==> src/rtl/theremin_oversampling_iserdes_period_measure.sv <==
// Theremin period meter: measures pitch and volume half-periods from oversampled
// deserialized input words and smooths each with a first-order IIR filter.

module theremin_period_channel #(
    parameter int PERIOD_BITS       = 16,
    parameter int DATA_BITS         = 28,
    parameter int FILTER_SHIFT_BITS = 8,
    parameter int OVERSAMPLE        = 8
) (
    input  logic                   CLK,
    input  logic                   RESET,
    input  logic [OVERSAMPLE-1:0]  SAMPLES,
    output logic [PERIOD_BITS-1:0] PERIOD_NOFILTER,
    output logic [DATA_BITS-1:0]   PERIOD_FILTERED
);

    localparam int IDX_BITS  = $clog2(OVERSAMPLE + 1);
    localparam int ACC_SHIFT = DATA_BITS - PERIOD_BITS - FILTER_SHIFT_BITS;
    localparam logic [PERIOD_BITS-1:0] PERIOD_MAX = '1;
    localparam logic [PERIOD_BITS:0]   OS_WIDE    = (PERIOD_BITS + 1)'(OVERSAMPLE);

    logic                   prev_sample;
    logic                   first_edge;
    logic                   walk_bit;
    logic [1:0]             edge_count;
    logic [IDX_BITS-1:0]    last_idx;
    logic [IDX_BITS-1:0]    prior_idx;
    logic [PERIOD_BITS-1:0] cnt;
    logic [PERIOD_BITS-1:0] cnt_next;
    logic [PERIOD_BITS-1:0] measured;
    logic [PERIOD_BITS:0]   first_sum;
    logic [PERIOD_BITS:0]   idle_sum;
    logic                   meas_valid;
    logic                   meas_valid_q;
    logic [DATA_BITS-1:0]   acc;
    logic [DATA_BITS-1:0]   acc_next;

    // Walk the word oldest-first; only the last two transitions matter, and
    // edge_count saturates at 2 since we only need to know "one" vs "several".
    always_comb begin
        walk_bit   = prev_sample;
        edge_count = 2'd0;
        last_idx   = '0;
        prior_idx  = '0;
        for (int i = 0; i < OVERSAMPLE; i++) begin
            if (SAMPLES[OVERSAMPLE-1-i] != walk_bit) begin
                prior_idx = last_idx;
                last_idx  = IDX_BITS'(i);
                if (edge_count != 2'd2) begin
                    edge_count = edge_count + 2'd1;
                end
            end
            walk_bit = SAMPLES[OVERSAMPLE-1-i];
        end
    end

    assign first_sum = {1'b0, cnt} + (PERIOD_BITS + 1)'(last_idx);
    assign idle_sum  = {1'b0, cnt} + OS_WIDE;

    // A lone transition closes the span carried over from earlier words;
    // with several, the reported span lies wholly inside this word.
    always_comb begin
        if (edge_count == 2'd1) begin
            measured = first_sum[PERIOD_BITS] ? PERIOD_MAX : first_sum[PERIOD_BITS-1:0];
        end else begin
            measured = PERIOD_BITS'(last_idx - prior_idx);
        end
        meas_valid = (edge_count != 2'd0) && !(first_edge && edge_count == 2'd1);
        if (edge_count == 2'd0) begin
            cnt_next = idle_sum[PERIOD_BITS] ? PERIOD_MAX : idle_sum[PERIOD_BITS-1:0];
        end else begin
            cnt_next = PERIOD_BITS'(OVERSAMPLE) - PERIOD_BITS'(last_idx);
        end
    end

    assign acc_next = acc - (acc >> FILTER_SHIFT_BITS)
                    + (DATA_BITS'(PERIOD_NOFILTER) << ACC_SHIFT);

    always_ff @(posedge CLK) begin
        if (RESET) begin
            prev_sample     <= 1'b0;
            first_edge      <= 1'b1;
            cnt             <= '0;
            PERIOD_NOFILTER <= '0;
            meas_valid_q    <= 1'b0;
            acc             <= '0;
        end else begin
            prev_sample  <= SAMPLES[0];
            cnt          <= cnt_next;
            meas_valid_q <= meas_valid;
            if (edge_count != 2'd0) begin
                first_edge <= 1'b0;
            end
            if (meas_valid) begin
                PERIOD_NOFILTER <= measured;
            end
            // NOFILTER doubles as the pipeline register feeding the filter.
            if (meas_valid_q) begin
                acc <= acc_next;
            end
        end
    end

    assign PERIOD_FILTERED = acc;

endmodule

module theremin_oversampling_iserdes_period_measure #(
    parameter int PITCH_PERIOD_BITS  = 16,
    parameter int VOLUME_PERIOD_BITS = 16,
    parameter int DATA_BITS          = 28,
    parameter int FILTER_SHIFT_BITS  = 8,
    parameter int OVERSAMPLE         = 8
) (
    input  logic                          CLK,
    input  logic                          RESET,
    input  logic [OVERSAMPLE-1:0]         PITCH_SAMPLES,
    input  logic [OVERSAMPLE-1:0]         VOLUME_SAMPLES,
    output logic [PITCH_PERIOD_BITS-1:0]  PITCH_PERIOD_NOFILTER,
    output logic [VOLUME_PERIOD_BITS-1:0] VOLUME_PERIOD_NOFILTER,
    output logic [DATA_BITS-1:0]          PITCH_PERIOD_FILTERED,
    output logic [DATA_BITS-1:0]          VOLUME_PERIOD_FILTERED
);

    theremin_period_channel #(
        .PERIOD_BITS      (PITCH_PERIOD_BITS),
        .DATA_BITS        (DATA_BITS),
        .FILTER_SHIFT_BITS(FILTER_SHIFT_BITS),
        .OVERSAMPLE       (OVERSAMPLE)
    ) pitch_channel (
        .CLK            (CLK),
        .RESET          (RESET),
        .SAMPLES        (PITCH_SAMPLES),
        .PERIOD_NOFILTER(PITCH_PERIOD_NOFILTER),
        .PERIOD_FILTERED(PITCH_PERIOD_FILTERED)
    );

    theremin_period_channel #(
        .PERIOD_BITS      (VOLUME_PERIOD_BITS),
        .DATA_BITS        (DATA_BITS),
        .FILTER_SHIFT_BITS(FILTER_SHIFT_BITS),
        .OVERSAMPLE       (OVERSAMPLE)
    ) volume_channel (
        .CLK            (CLK),
        .RESET          (RESET),
        .SAMPLES        (VOLUME_SAMPLES),
        .PERIOD_NOFILTER(VOLUME_PERIOD_NOFILTER),
        .PERIOD_FILTERED(VOLUME_PERIOD_FILTERED)
    );

endmodule

==> config.mk <==
export PLATFORM = sky130hd
export DESIGN_NAME = theremin_oversampling_iserdes_period_measure
export DESIGN_NICKNAME = d
export VERILOG_FILES = /design/src/rtl/theremin_oversampling_iserdes_period_measure.sv
export SDC_FILE = /design/constraint.sdc
export NUM_CORES = 1
export LEC_CHECK = 0
export CORE_MARGIN = 2
export CORE_UTILIZATION = 60
export DETAILED_ROUTE_END_ITERATION = 6
export GPL_TIMING_DRIVEN = 0
export HOLD_SLACK_MARGIN = 0.1
export PLACE_DENSITY = 0.9
export SLEW_MARGIN = 20
export SYNTH_ARGS = -nofsm -noshare
export SYNTH_HDL_FRONTEND = slang
export SYNTH_SLANG_ARGS = --single-unit
==> constraint.sdc <==
create_clock -name CLK -period 13.2 [get_ports CLK]
set_input_delay 1.98 -clock CLK [delete_from_list [all_inputs] [get_ports CLK]]
set_output_delay 1.98 -clock CLK [all_outputs]
set_load 0.02 [all_outputs]
==> impl_summary.md <==
Global routing
The initial antenna violation count came to 0. The via count of the first global-routing pass came to 10760. Entering global routing, the biggest net connects 17 pins.

The global-route wire length before repair is 51.81 mm. After global routing the overflow that remains totals 0. The aggregate global-route resource usage is 0.3175.

Logic synthesis
Synthesis produced a netlist with a net count of 1553. The gate count of the mapped netlist is 1411. The average size of a mapped cell is 8.108 um^2. For this run, the register share of the synthesized area comes to 0.2205. For this run, the leading register cell type out of synthesis is sky130_fd_sc_hd__dfxtp_1. The area of the mapped netlist is 11440 um^2. The proportion of register bits with asynchronous set or reset after synthesis is 0. The number of different library cells used by synthesis comes to 94.

Yosys printed 0 warnings. The number of enable flip-flop cells after synthesis is 0. The post-synthesis sequential element count is 126.

Power and ir drop
In this run the power density over the cells is 278.9 nW/um^2. The worst IR drop on VDD is 115.1 uV. For this design the static power due to leakage is 5.708 nW.

CTS
Clock-pin slew was measured on the worst setup and hold paths at 60 ps. The post-CTS setup-driven buffer insertion count is 0. The number of resized instances in the post-cts repair step is 0. At the later pin of the worst-skew pair, clock insertion delay measures 440 ps. After clock tree synthesis, the flow added hold-fix buffers numbering 0. Buffers inserted during clock tree synthesis total 17. TritonCTS built the clock tree. The number of buffers on the longest clock path is 2. The total number of H-tree levels is 4. The number of sinks handled by clock tree synthesis is 126. CTS placed an instance of sky130_fd_sc_hd__clkbuf_16 at the clock tree root.

Worst setup path
The largest delay contributor family on the critical path is buffers and inverters. In this run the critical register-to-register path is launched from pitch_channel.prev_sample$_SDFF_PP0_. In this run the critical register-to-register path is captured at pitch_channel.PERIOD_NOFILTER[5]$_SDFFE_PP0P_. In this design, the stage delay of the slowest critical-path cell is 560 ps. The cell seen most often among critical-path stages is sky130_fd_sc_hd__buf_2. The element type at the critical path start is a primary input. Counting buffers and inverters, the worst setup path is 21 cells deep. Together, buffers and inverters on the worst path number 6.

In this run the worst setup path begins at PITCH_SAMPLES[6]. The slowest stage of the critical path belongs to the cell sky130_fd_sc_hd__clkdlybuf4s50_1. The classification of the worst setup path is in2reg. The worst setup slack for register-to-register paths is 8780 ps.

Traced cell by cell, the critical path runs through clkdlybuf4s50_1, buf_2, buf_2, xor2_1, inv_1, ha_1, nor2b_1, mux2_1, a222oi_1, o21a_2, xnor2_1, a21oi_2, and3_1, a21oi_1, ha_1, o221ai_2, buf_4, nor3_2, nor2_1, buf_2, a221oi_1. Data on the critical path is required at its endpoint by 13470 ps. Data arrives at the worst endpoint at 6940 ps. The worst setup path is captured at a flip-flop. The worst-case reg-to-reg path depth is 18. In this run the worst path has a maximum fanout of 10. The critical path ends at pitch_channel.PERIOD_NOFILTER[5]$_SDFFE_PP0P_.

Routing
After detailed routing, the average wire length per cell comes to 17.98 um. The final routed DRC violation total is 4. The number of antenna-violating nets in the routed design is 0.

The number of iterations in the first detailed-routing pass is 7. Across all layers, the routed design uses 10990 vias. In this run, the number of DRC markers left after iteration 0 of detailed routing was 987. Summed over all layers, the routed wires come to 31.94 mm.

The number of vias per cell after detailed routing is 6.185.

Flow run
The number of maximum-capacitance constraint violations is 0.

STA
Setup violations remaining at the end of the flow were counted as 0. The highest achievable clock rate is 149.8 MHz. Setup repair after global routing left no endpoint under its margin. The final number of max-transition violations is 0.

The slew of the pin with the lowest slew margin is 896.8 ps. The clock skew after layout is 8.366 ps. The total negative slack for setup checks is 0 ps. The worst pin sits at a relative slew slack of 0.3943. The shortest period the worst path allows is 6675 ps. In the finished design, the share of the clock period the worst path needs comes to 0.5057. The number of endpoints with negative hold slack in the final report came to 0.

Die
The cell row count is 50. In this run the horizontal extent of the chip is 142.1 um. The core footprint is 18710 um^2.

The effective utilization at floorplan is 0.6116. The number of top-level pins is 106. The floorplan step defined a die boundary enclosing 20190 um^2. In this run the vertical extent of the chip is 142.1 um.

Status
The run finished, with violations left. The checks that failed: design-rule violations.

Final layout
In the layout the commonest cells are 181 x sky130_fd_sc_hd__inv_1, 126 x sky130_fd_sc_hd__dfxtp_1, 121 x sky130_fd_sc_hd__nor2_1. The share of cells above drive strength 1 is 0.06999. The number of diodes added for antenna fixing is 0.

Leaving out fill and tap cells, the most frequent cell in the layout is sky130_fd_sc_hd__inv_1. The non-filler instance count after layout is 1777. Compared with the post-synthesis result, the final layout area differs by 16.87%. At the end of the flow, the number of nets in the layout was 1672.

The number of inserted filler cells in the final layout is 1389.

Placement
In this run the tool buffered the top-level ports with 100 buffer cells. The placer's final routability congestion estimate is 0.9514. The number of placed instances, taps included, is 1745. Detailed placement ended at an HPWL of 23.64 mm.

Hold path
In this run the worst hold path is classified as reg2reg.
[kinds of logic (layout without fill, tap and decap cells)]
group                      Yosys count  count (layout)  synth area share
and+or+nand+nor                    421             421            0.1889
AOI/OAI and AO/OA                  346             346            0.2195
buffers and inverters              245             377           0.08639
DFF                                126             126            0.2205
adders and majority gates          124             124            0.1605
xor gates and xnor gates            94              94           0.07327
muxes                               55              55           0.05096
[metal layers]
| metal | part of all wire | global-route usage |
|---|---|---|
| met1 | 0.41 | 0.3820 |
| met2 | 0.49 | 0.5525 |
| met3 | 0.062 | 0.04408 |
| met4 | 0.042 | 0.1642 |
| met5 | 0 | 0 |
[tightest hold or removal path: cells and delay by family (launching register included)]
kind | cells | cell delay [ps]
compound gates | 1 | 50
simple gates | 1 | 70
flops | 1 | 320
[synth_stat cells, drive strengths merged, types with 24 or more instances]
cell | instances | area, um^2
nor2 | 122 | 474.2
fa | 38 | 760.7
a221oi | 24 | 272.8
o21ai | 39 | 198.9
inv | 181 | 679.4
nand2 | 88 | 330.3
nor2b | 24 | 150.1
mux2i | 47 | 470.5
nand2b | 26 | 162.7
dfxtp | 126 | 2522
ha | 86 | 1076
xnor2 | 51 | 461.7
clkbuf | 32 | 121.4
a21o | 43 | 322.8
nand3 | 37 | 197.7
buf | 31 | 183.9
a21oi | 96 | 503.0
xor2 | 43 | 376.6
[final cells by class]
| cell class | count | area, um^2 | area share |
|---|---|---|---|
| Buffer | 63 | 305.3 | 0.02283 |
| Clock buffer | 18 | 429.2 | 0.03210 |
| Clock inverter | 14 | 207.7 | 0.01553 |
| Inverter | 182 | 683.2 | 0.05109 |
| Multi-Input combinational cell | 1040 | 7930 | 0.5931 |
| Sequential cell | 126 | 2522 | 0.1886 |
| Tap cell | 234 | 292.8 | 0.02190 |
| Timing Repair Buffer | 100 | 1001 | 0.07486 |
[worst min-delay path by stage]
stage / from / end / slack (ps) / depth (start not counted)
floorplan: volume_channel.cnt[0]$_SDFFE_PP0P_ / volume_channel.cnt[0]$_SDFFE_PP0P_ / 450 / 2
global placement: volume_channel.cnt[0]$_SDFFE_PP0P_ / volume_channel.cnt[0]$_SDFFE_PP0P_ / 460 / 2
detailed placement: volume_channel.cnt[2]$_SDFFE_PP0P_ / volume_channel.cnt[2]$_SDFFE_PP0P_ / 470 / 2
CTS: pitch_channel.PERIOD_FILTERED[10]$_SDFFE_PP0P_ / pitch_channel.PERIOD_FILTERED[10]$_SDFFE_PP0P_ / 490 / 2
global route: pitch_channel.PERIOD_FILTERED[10]$_SDFFE_PP0P_ / pitch_channel.PERIOD_FILTERED[10]$_SDFFE_PP0P_ / 500 / 2
finish: pitch_channel.PERIOD_FILTERED[10]$_SDFFE_PP0P_ / pitch_channel.PERIOD_FILTERED[10]$_SDFFE_PP0P_ / 490 / 2
[stage by stage]
| step | total power (W) | setup WS [ps] | util | cell area [um^2] | hold WS [ps] |
|---|---|---|---|---|---|
| floorplan | 0.002472 | 7245 | - | 11440 | 447.2 |
| global placement | 0.003001 | 6325 | 0.6808 | 12730 | 455.7 |
| detailed placement | 0.003103 | 6219 | 0.6808 | 12730 | 469.4 |
| CTS | 0.003672 | 6622 | 0.7148 | 13370 | 491.8 |
| global route | 0.003992 | 6127 | 0.7148 | 13370 | 502.1 |
| finish | 0.003730 | 6525 | 0.7148 | 13370 | 492.5 |
[state kept, by name, summed over array words and instances, names as in the netlist, 16 cells and up]
| register | flops |
|---|---|
| pitch_channel.PERIOD_FILTERED | 28 |
| pitch_channel.PERIOD_NOFILTER | 16 |
| pitch_channel.cnt | 16 |
| volume_channel.PERIOD_FILTERED | 28 |
| volume_channel.PERIOD_NOFILTER | 16 |
| volume_channel.cnt | 16 |
[power breakdown]
group          switching [W]  internal (W)  total (W)  leakage [nW]
clock network       0.000196      0.000320   0.000515         0.304
registers           0.000109      0.000486   0.000595          1.03
logic                0.00150       0.00112    0.00262          4.37
No activity file was read; power rests on OpenSTA's default activity.
